File: src/rtl/jk_pkg.sv
// jk_pkg: shared definitions for the jk_flipflop command sequencer.
//
// Contents:
//   JK_HOLD/JK_CLR/JK_SET/JK_TGL  2-bit command opcodes. The opcode bits are
//                                 the J/K pair driven into the flip-flop.
//   ST_IDLE/ST_RUN                sequencer FSM state encodings.
//   cmd_w(cnt_w)                  FIFO word width: opcode plus repeat count.
//   jk_next(q, j, k)              next Q of a JK flip-flop.
package jk_pkg;

    localparam logic [1:0] JK_HOLD = 2'b00;
    localparam logic [1:0] JK_CLR  = 2'b01;
    localparam logic [1:0] JK_SET  = 2'b10;
    localparam logic [1:0] JK_TGL  = 2'b11;

    localparam logic [0:0] ST_IDLE = 1'b0;
    localparam logic [0:0] ST_RUN  = 1'b1;

    function automatic int cmd_w(input int cnt_w);
        return 2 + cnt_w;
    endfunction

    function automatic logic jk_next(input logic q, input logic j, input logic k);
        logic nq;
        case ({j, k})
            2'b00:   nq = q;
            2'b01:   nq = 1'b0;
            2'b10:   nq = 1'b1;
            default: nq = ~q;
        endcase
        return nq;
    endfunction

endpackage

File: src/rtl/jk_cmd_sequencer_if.sv
// jk_cmd_sequencer_if: command handshake bundle for jk_cmd_sequencer.
//
// Handshake: a command {cmd_op, cmd_cnt} transfers at a rising clk edge where
// cmd_valid and cmd_ready are both high. The master holds cmd_op/cmd_cnt
// stable while cmd_valid is high and not yet accepted. cmd_ready depends only
// on the receiver's FIFO state, never on cmd_valid.
//
// Signals:
//   cmd_valid  master->slave  command offered
//   cmd_ready  slave->master  command FIFO not full
//   cmd_op     master->slave  00 hold, 01 clear, 10 set, 11 toggle
//   cmd_cnt    master->slave  repeat count (op lasts cmd_cnt+1 cycles)
//
// Modports: master (command source), slave (sequencer).
interface jk_cmd_sequencer_if #(
    parameter int CNT_W = 4
);
    logic             cmd_valid;
    logic             cmd_ready;
    logic [1:0]       cmd_op;
    logic [CNT_W-1:0] cmd_cnt;

    modport master (output cmd_valid, output cmd_op, output cmd_cnt, input cmd_ready);
    modport slave  (input cmd_valid, input cmd_op, input cmd_cnt, output cmd_ready);
endinterface

File: src/rtl/jk_cmd_fifo.sv
// jk_cmd_fifo: synchronous FIFO with asynchronous active-high reset.
//
// Parameters:
//   WIDTH  word width
//   DEPTH  number of entries; power of two, at least 2
//
// Ports:
//   clk, reset       clock; asynchronous active-high reset (empties FIFO)
//   push, wr_data    write request and data; ignored while full
//   pop              read request; ignored while empty
//   rd_data          head entry (valid while !empty)
//   full, empty      occupancy flags
//
// Pointers carry one extra bit so full and empty are distinguishable when
// the index bits match. A word written at an edge becomes visible at the
// head only after that edge, so an empty FIFO cannot pop what it is pushed.
module jk_cmd_fifo #(
    parameter int WIDTH = 6,
    parameter int DEPTH = 4
) (
    input  logic             clk,
    input  logic             reset,
    input  logic             push,
    input  logic [WIDTH-1:0] wr_data,
    input  logic             pop,
    output logic [WIDTH-1:0] rd_data,
    output logic             full,
    output logic             empty
);
    localparam int AW = $clog2(DEPTH);

    logic [WIDTH-1:0] mem [DEPTH];
    logic [AW:0]      wr_ptr;
    logic [AW:0]      rd_ptr;
    logic             do_push;
    logic             do_pop;

    assign empty   = (wr_ptr == rd_ptr);
    assign full    = (wr_ptr[AW] != rd_ptr[AW]) && (wr_ptr[AW-1:0] == rd_ptr[AW-1:0]);
    assign do_push = push && !full;
    assign do_pop  = pop && !empty;
    assign rd_data = mem[rd_ptr[AW-1:0]];

    // Storage needs no reset: nothing is read until a push has written it.
    always_ff @(posedge clk) begin
        if (do_push) begin
            mem[wr_ptr[AW-1:0]] <= wr_data;
        end
    end

    // DEPTH is a power of two, so the natural pointer rollover is the wrap.
    always_ff @(posedge clk or posedge reset) begin
        if (reset) begin
            wr_ptr <= '0;
            rd_ptr <= '0;
        end else begin
            if (do_push) begin
                wr_ptr <= wr_ptr + 1'b1;
            end
            if (do_pop) begin
                rd_ptr <= rd_ptr + 1'b1;
            end
        end
    end

endmodule

File: src/rtl/jk_cmd_sequencer.sv
// jk_cmd_sequencer: buffered command stage driving a jk_flipflop.
//
// Commands (hold/clear/set/toggle with a repeat count) are queued in a FIFO
// and replayed as one registered J/K pair per clock. Each command drives its
// J/K for cnt+1 consecutive cycles; queued commands follow back-to-back.
// q_model tracks the flip-flop's Q cycle-accurately.
//
// Optional checker (macro JK_SEQ_CHECK_EN): compares q_in against q_model
// every edge and latches any mismatch into the sticky err flag. Without the
// macro err is constant 0 and q_in/err_clr are unused.
//
// Parameters:
//   DEPTH  command FIFO entries (power of two, >= 2)
//   CNT_W  repeat-count width
//
// Ports:
//   clk, reset  clock; asynchronous active-high reset clearing all state
//   cmd         command handshake (slave side of jk_cmd_sequencer_if)
//   J, K        registered J/K to the flip-flop
//   busy        running a command or commands queued
//   q_model     predicted flip-flop Q
//   q_in        actual flip-flop Q (checker only)
//   err         sticky mismatch flag (checker only)
//   err_clr     synchronous clear of err; a same-cycle mismatch wins
//   dbg_state   current FSM state (ST_IDLE / ST_RUN)
module jk_cmd_sequencer
    import jk_pkg::*;
#(
    parameter int DEPTH = 4,
    parameter int CNT_W = 4
) (
    input  logic                clk,
    input  logic                reset,
    jk_cmd_sequencer_if.slave   cmd,
    output logic                J,
    output logic                K,
    output logic                busy,
    output logic                q_model,
    input  logic                q_in,
    output logic                err,
    input  logic                err_clr,
    output logic [0:0]          dbg_state
);
    localparam int CW = cmd_w(CNT_W);

    logic [0:0]       state;
    logic [CNT_W-1:0] remaining;
    logic [CW-1:0]    fifo_rd;
    logic             fifo_full;
    logic             fifo_empty;
    logic             fifo_pop;

    // A pop happens whenever the current command has used its last cycle
    // (or none is running) and something is queued.
    assign fifo_pop = !fifo_empty && ((state == ST_IDLE) || (remaining == '0));

    jk_cmd_fifo #(
        .WIDTH (CW),
        .DEPTH (DEPTH)
    ) u_fifo (
        .clk     (clk),
        .reset   (reset),
        .push    (cmd.cmd_valid),
        .wr_data ({cmd.cmd_op, cmd.cmd_cnt}),
        .pop     (fifo_pop),
        .rd_data (fifo_rd),
        .full    (fifo_full),
        .empty   (fifo_empty)
    );

    assign cmd.cmd_ready = !fifo_full;
    assign busy          = (state == ST_RUN) || !fifo_empty;
    assign dbg_state     = state;

    // The opcode bits are the J/K pair directly: hold=00, clear=01, set=10,
    // toggle=11. remaining counts the cycles left after the current one.
    always_ff @(posedge clk or posedge reset) begin
        if (reset) begin
            state     <= ST_IDLE;
            remaining <= '0;
            J         <= 1'b0;
            K         <= 1'b0;
        end else begin
            case (state)
                ST_IDLE: begin
                    if (!fifo_empty) begin
                        {J, K}    <= fifo_rd[CW-1 -: 2];
                        remaining <= fifo_rd[CNT_W-1:0];
                        state     <= ST_RUN;
                    end else begin
                        J <= 1'b0;
                        K <= 1'b0;
                    end
                end
                ST_RUN: begin
                    if (remaining != '0) begin
                        remaining <= remaining - 1'b1;
                    end else if (!fifo_empty) begin
                        {J, K}    <= fifo_rd[CW-1 -: 2];
                        remaining <= fifo_rd[CNT_W-1:0];
                    end else begin
                        J     <= 1'b0;
                        K     <= 1'b0;
                        state <= ST_IDLE;
                    end
                end
                default: begin
                    state     <= ST_IDLE;
                    remaining <= '0;
                    J         <= 1'b0;
                    K         <= 1'b0;
                end
            endcase
        end
    end

    // Shares reset with the flip-flop (Q=0) and sees the same J/K each edge.
    always_ff @(posedge clk or posedge reset) begin
        if (reset) begin
            q_model <= 1'b0;
        end else begin
            q_model <= jk_next(q_model, J, K);
        end
    end

`ifdef JK_SEQ_CHECK_EN
    always_ff @(posedge clk or posedge reset) begin
        if (reset) begin
            err <= 1'b0;
        end else if (q_in != q_model) begin
            err <= 1'b1;
        end else if (err_clr) begin
            err <= 1'b0;
        end
    end
`else
    logic unused_chk;
    assign unused_chk = q_in ^ err_clr;
    assign err        = 1'b0;
`endif

endmodule

File: src/flat_wrapper.sv
// flat-port wrapper written by rule: the top's interface ports become plain ports
module jk_cmd_sequencer_flat import jk_pkg::*;
#(
    parameter int DEPTH = 4,
    parameter int CNT_W = 4
)
  (clk, reset, J, K, busy, q_model, q_in, err, err_clr, dbg_state, cmd_cmd_valid, cmd_cmd_op, cmd_cmd_cnt, cmd_cmd_ready);
  jk_cmd_sequencer_if #(.CNT_W(CNT_W)) cmd_i ();
  input  logic clk;
  input  logic reset;
  output logic J;
  output logic K;
  output logic busy;
  output logic q_model;
  input  logic q_in;
  output logic err;
  input  logic err_clr;
  output logic [0:0] dbg_state;
  input wire logic [$bits(cmd_i.cmd_valid)-1:0] cmd_cmd_valid;
  input wire logic [$bits(cmd_i.cmd_op)-1:0] cmd_cmd_op;
  input wire logic [$bits(cmd_i.cmd_cnt)-1:0] cmd_cmd_cnt;
  output wire logic [$bits(cmd_i.cmd_ready)-1:0] cmd_cmd_ready;
  assign cmd_i.cmd_valid = cmd_cmd_valid;
  assign cmd_i.cmd_op = cmd_cmd_op;
  assign cmd_i.cmd_cnt = cmd_cmd_cnt;
  assign cmd_cmd_ready = cmd_i.cmd_ready;
  jk_cmd_sequencer #(.DEPTH(DEPTH), .CNT_W(CNT_W)) u_core (.clk(clk), .reset(reset), .cmd(cmd_i), .J(J), .K(K), .busy(busy), .q_model(q_model), .q_in(q_in), .err(err), .err_clr(err_clr), .dbg_state(dbg_state));
endmodule
File: config.mk
export PLATFORM = sky130hd
export DESIGN_NAME = jk_cmd_sequencer_flat
export DESIGN_NICKNAME = d
export VERILOG_FILES = /design/src/rtl/jk_pkg.sv /design/src/rtl/jk_cmd_sequencer_if.sv /design/src/rtl/jk_cmd_fifo.sv /design/src/rtl/jk_cmd_sequencer.sv /design/src/flat_wrapper.sv
export SDC_FILE = /design/constraint.sdc
export NUM_CORES = 1
export LEC_CHECK = 0
export ABC_CLOCK_PERIOD_IN_PS = 2000
export CORE_MARGIN = 3
export CORE_UTILIZATION = 55
export CTS_CLUSTER_DIAMETER = 30
export CTS_CLUSTER_SIZE = 25
export DETAILED_ROUTE_END_ITERATION = 7
export PLACE_DENSITY = 0.82
export SYNTH_ARGS = -nofsm -noshare
export SYNTH_HDL_FRONTEND = slang
export SYNTH_SLANG_ARGS = --single-unit
File: constraint.sdc
create_clock -name clk -period 2 [get_ports clk]
set_input_delay 0.3 -clock clk [delete_from_list [all_inputs] [get_ports clk]]
set_output_delay 0.3 -clock clk [all_outputs]
set_load 0.02 [all_outputs]
==> metrics <==
main area contributors after synthesis sky130_fd_sc_hd__edfxtp_1 40%, sky130_fd_sc_hd__dfrtp_1 19%, sky130_fd_sc_hd__mux4_1 8.8%, sky130_fd_sc_hd__ha_1 5.6%, sky130_fd_sc_hd__xnor2_4 3.1%; largest family of logic cells by synthesized area multiplexers; Synth Warn # 0; Avg WL per Cell between 10 and 15 µm; gate count after technology mapping approximately 110; Data required, critical path roughly 2.0 ns; Critical Setup Path Class reg2reg; NetSw 1.135 mW; die extent in y between 60 and 70 µm; maximum count of clock buffers along a single path 2; worst slew slack as a fraction of its limit 0.6514; FF+latch count, synth 38; accumulated negative setup slack 0 ns; run status complete, no violations; area of placed instances ~2000 µm²; number of DRC violations after detailed routing 0; Skew-Pair Late Insertion Delay 0.33 ns; worst path cell trace xnor2_4 -> buf_4 -> buf_4 -> a31oi_4 -> and2_1; total nets after synthesis ~130; net total in the final layout ~160; slew of the pin with the lowest slew margin ~0.52 ns; Final Hold Vio Count 0; die area roughly 4000 µm²; antenna-violating nets left 0; post-synthesis to final-layout area growth 14.67%; antenna violations before repair 0; Achievable Freq ~530 MHz; highest-delay cell along the critical path sky130_fd_sc_hd__dfrtp_1; routability congestion estimate between 0.8 and 0.9; power per standard cell area ~1500 nW/µm²; initial cell density of the core 0.5846; Clock power frac 0.112; cell area after synthesis about 1800 µm²; share of synthesized cell area in full adder, half adder and majority cells 0.05563; Post-synth top flop sky130_fd_sc_hd__edfxtp_1; Hold Path Class in2async; Inserted Clock Buffers 5; max-cap violation count 0; Filler Cells Inserted around 230; Reg-to-Reg End u_core.u_fifo.mem[2][5]; multi-input combinational cell area just under 700 µm²; peak supply drop 741.3 µV; count of final max-slew check failures 0; buffer cell driving the clock tree root sky130_fd_sc_hd__clkbuf_4; total routing usage reported by global routing 0.1552; clock skew 0.01743 ns; unrepaired setup endpoints after global routing no; sw frac 0.3632; area fraction in compound gates after synthesis 0.05007; global routing usage on met1 0.1739; Seq/Total Area, Yosys 0.5953; Worst Setup End Kind flip-flop; total via count in the routed design between 900 and 1000; CTS clock-pin slew for the worst setup and hold paths about 0.11 ns; sequential cell fraction of total power 0.413; EDFF count, synth 24; area share of xor/xnor cells in the synthesized design 0.05911; post-synthesis cell type with the largest combined area sky130_fd_sc_hd__edfxtp_1; element type at the critical path start flip-flop; Static Leakage ~0.8 nW; most prevalent standard cell on the critical path sky130_fd_sc_hd__buf_4; r2r setup slk 0.12 ns; combinational power share 0.475; most frequent cell after synthesis sky130_fd_sc_hd__edfxtp_1; met2 routing resource usage after global routing 0.2767; Final Cell Area around 2100 µm²; Reg2Reg Launch Point u_core.u_fifo.wr_ptr[1]; total number of clock tree sinks 38; first-pass GRT wire length around 4.7 mm; most crowded layer after global routing met2; First-pass DRT Iterations 4; Arr. time, crit path roughly 1.9 ns; placement row count 20; ratio of cells with drive above 1 in the final layout 0.1871; total power between 3 and 4 mW; share of synthesized registers carrying an async set or reset 0.3684; number of hold buffers added after cts 0; wire length reported by the detailed router 2.631 mm; share of the clock period used by the worst path 0.9408; worst reg-to-reg path cell count 5; clock tree from TritonCTS done; maximum net fanout on the critical path 7; Synth cell types 32; via count of the first global-routing pass between 1000 and 1500; I/O pins 18; detailed placer's ending HPWL 1.963 mm; Crit path largest cell delay 0.48 ns; design internal power 1.990 mW; post-synthesis share of cell area spent on and, or, nand and nor gates 0.08206; x dimension of the die about 63 µm; number of vias per cell after detailed routing between 5 and 6; pin count of the biggest net entering global routing 15; total grt overflow 0; met3 global-route usage 0.04100; mux share of post-synthesis cell area 0.1224; area of the core between 3000 and 4000 µm²; Detailed Route Iter0 Violations 49; crit path time final between 1.5 and 2 ns; Setup-failing EPs final 0; Avg Cell Area, Syn roughly 16 µm²; number of input and output port buffers inserted 14; count of antenna diodes in the layout 0; sequential cell area about 1100 µm²; portion of synthesized cell area occupied by the leading cell type 0.4006; Clock H-tree levels 2; cell types with the highest counts after synthesis 24 x sky130_fd_sc_hd__edfxtp_1, 14 x sky130_fd_sc_hd__dfrtp_1, 9 x sky130_fd_sc_hd__inv_1
==> cells by family (layout without fill, tap and decap cells) <==
kind of cell | count (synthesis) | count (layout)
muxes | 12 | 12
buffers and inverters | 12 | 37
DFF | 38 | 38
other | 1 | 1
AOI/OAI and AO/OA | 10 | 10
xor gates and xnor gates | 7 | 7
adders and majority gates | 8 | 8
and+or+nand+nor | 26 | 26
==> cells in the final DEF (no fill, tap or decap), types with 3 or more instances in the layout <==
master                            synthesis  routed
sky130_fd_sc_hd__xnor2_1                  3       3
sky130_fd_sc_hd__dfrtp_1                 14      12
sky130_fd_sc_hd__mux2i_1                  4       4
sky130_fd_sc_hd__ha_1                     8       8
sky130_fd_sc_hd__mux4_1                   6       6
sky130_fd_sc_hd__nand3_1                  5       5
sky130_fd_sc_hd__inv_1                    9       9
sky130_fd_sc_hd__nand2_1                  8       8
sky130_fd_sc_hd__edfxtp_1                24      24
sky130_fd_sc_hd__o21ai_0                  3       3
sky130_fd_sc_hd__clkdlybuf4s50_1          0      12
sky130_fd_sc_hd__clkbuf_4                 0       5
sky130_fd_sc_hd__buf_4                    2       6
sky130_fd_sc_hd__clkinv_1                 0       3
==> final cells by class <==
| cell class | count | area share |
|---|---|---|
| Inverter | 9 | 0.01637 |
| Tap cell | 44 | 0.02668 |
| Multi-Input combinational cell | 64 | 0.3263 |
| Clock inverter | 3 | 0.005458 |
| Timing Repair Buffer | 20 | 0.08672 |
| Sequential cell | 38 | 0.5203 |
| Clock buffer | 5 | 0.01819 |
==> metal layers <==
metal  vias to the layer above  routed length [µm]
met5                         -                   0
met4                         0                  50
met3                         4                 133
met2                        28                1356
met1                       456                1090
li1                        467                   -
==> worst max-delay path: cells and delay by family, from the launching register on <==
| family | cells | cell delay, ns |
|---|---|---|
| buf+inv | 2 | 0.28 |
| compound gates | 1 | 0.25 |
| xor+xnor | 1 | 0.17 |
| flops | 1 | 0.48 |
| simple gates | 1 | 0.36 |
==> worst max-delay path by stage <==
stage | from | endpoint | depth (start not counted)
global route | u_core.u_fifo.wr_ptr[1] | u_core.u_fifo.mem[2][5] | 5
global placement | u_core.u_fifo.wr_ptr[1] | busy | 5
detailed placement | u_core.u_fifo.wr_ptr[1] | busy | 5
CTS | u_core.u_fifo.wr_ptr[0] | busy | 5
floorplan | u_core.remaining[0] | u_core.u_fifo.rd_ptr[1] | 6
finish | u_core.u_fifo.wr_ptr[1] | u_core.u_fifo.mem[2][5] | 5
==> flip-flops by register name (all words and copies together) (netlist names) <==
signal / cells
u_core.J: 1
u_core.K: 1
u_core.u_fifo.mem: 24
u_core.remaining: 4
u_core.q_model: 1
u_core.dbg_state: 1
u_core.u_fifo.wr_ptr: 3
u_core.u_fifo.rd_ptr: 3
==> power by group through the flow <==
stage	clock network, mW	logic [mW]	registers, mW
global route	0.410	1.64	1.32
detailed placement	0	1.40	1.31
global placement	0	1.35	1.29
floorplan	0	1.08	1.29
CTS	0.370	1.46	1.29
finish	0.351	1.48	1.29
==> stage by stage <==
stage | hold slack (ns) | util | cells | setup WS, ns
detailed placement | 0.4819 | 0.6467 | 172 | 0.1263
finish | 0.2886 | 0.6703 | 183 | 0.1183
global route | 0.3387 | 0.6703 | 183 | 0.02003
global placement | 0.4699 | 0.6467 | 172 | 0.1497
floorplan | 0.1892 | - | 114 | 0.2424
CTS | 0.2980 | 0.6679 | 182 | 0.008567
==> what timing repair did <==
action / CTS / global route
pin swaps: 2 / 1
endpoints found under the setup margin: 2 / 9
buffers inserted: 2 / 1
resized for setup: 4 / 5
Power figures use the tool's default switching activity.
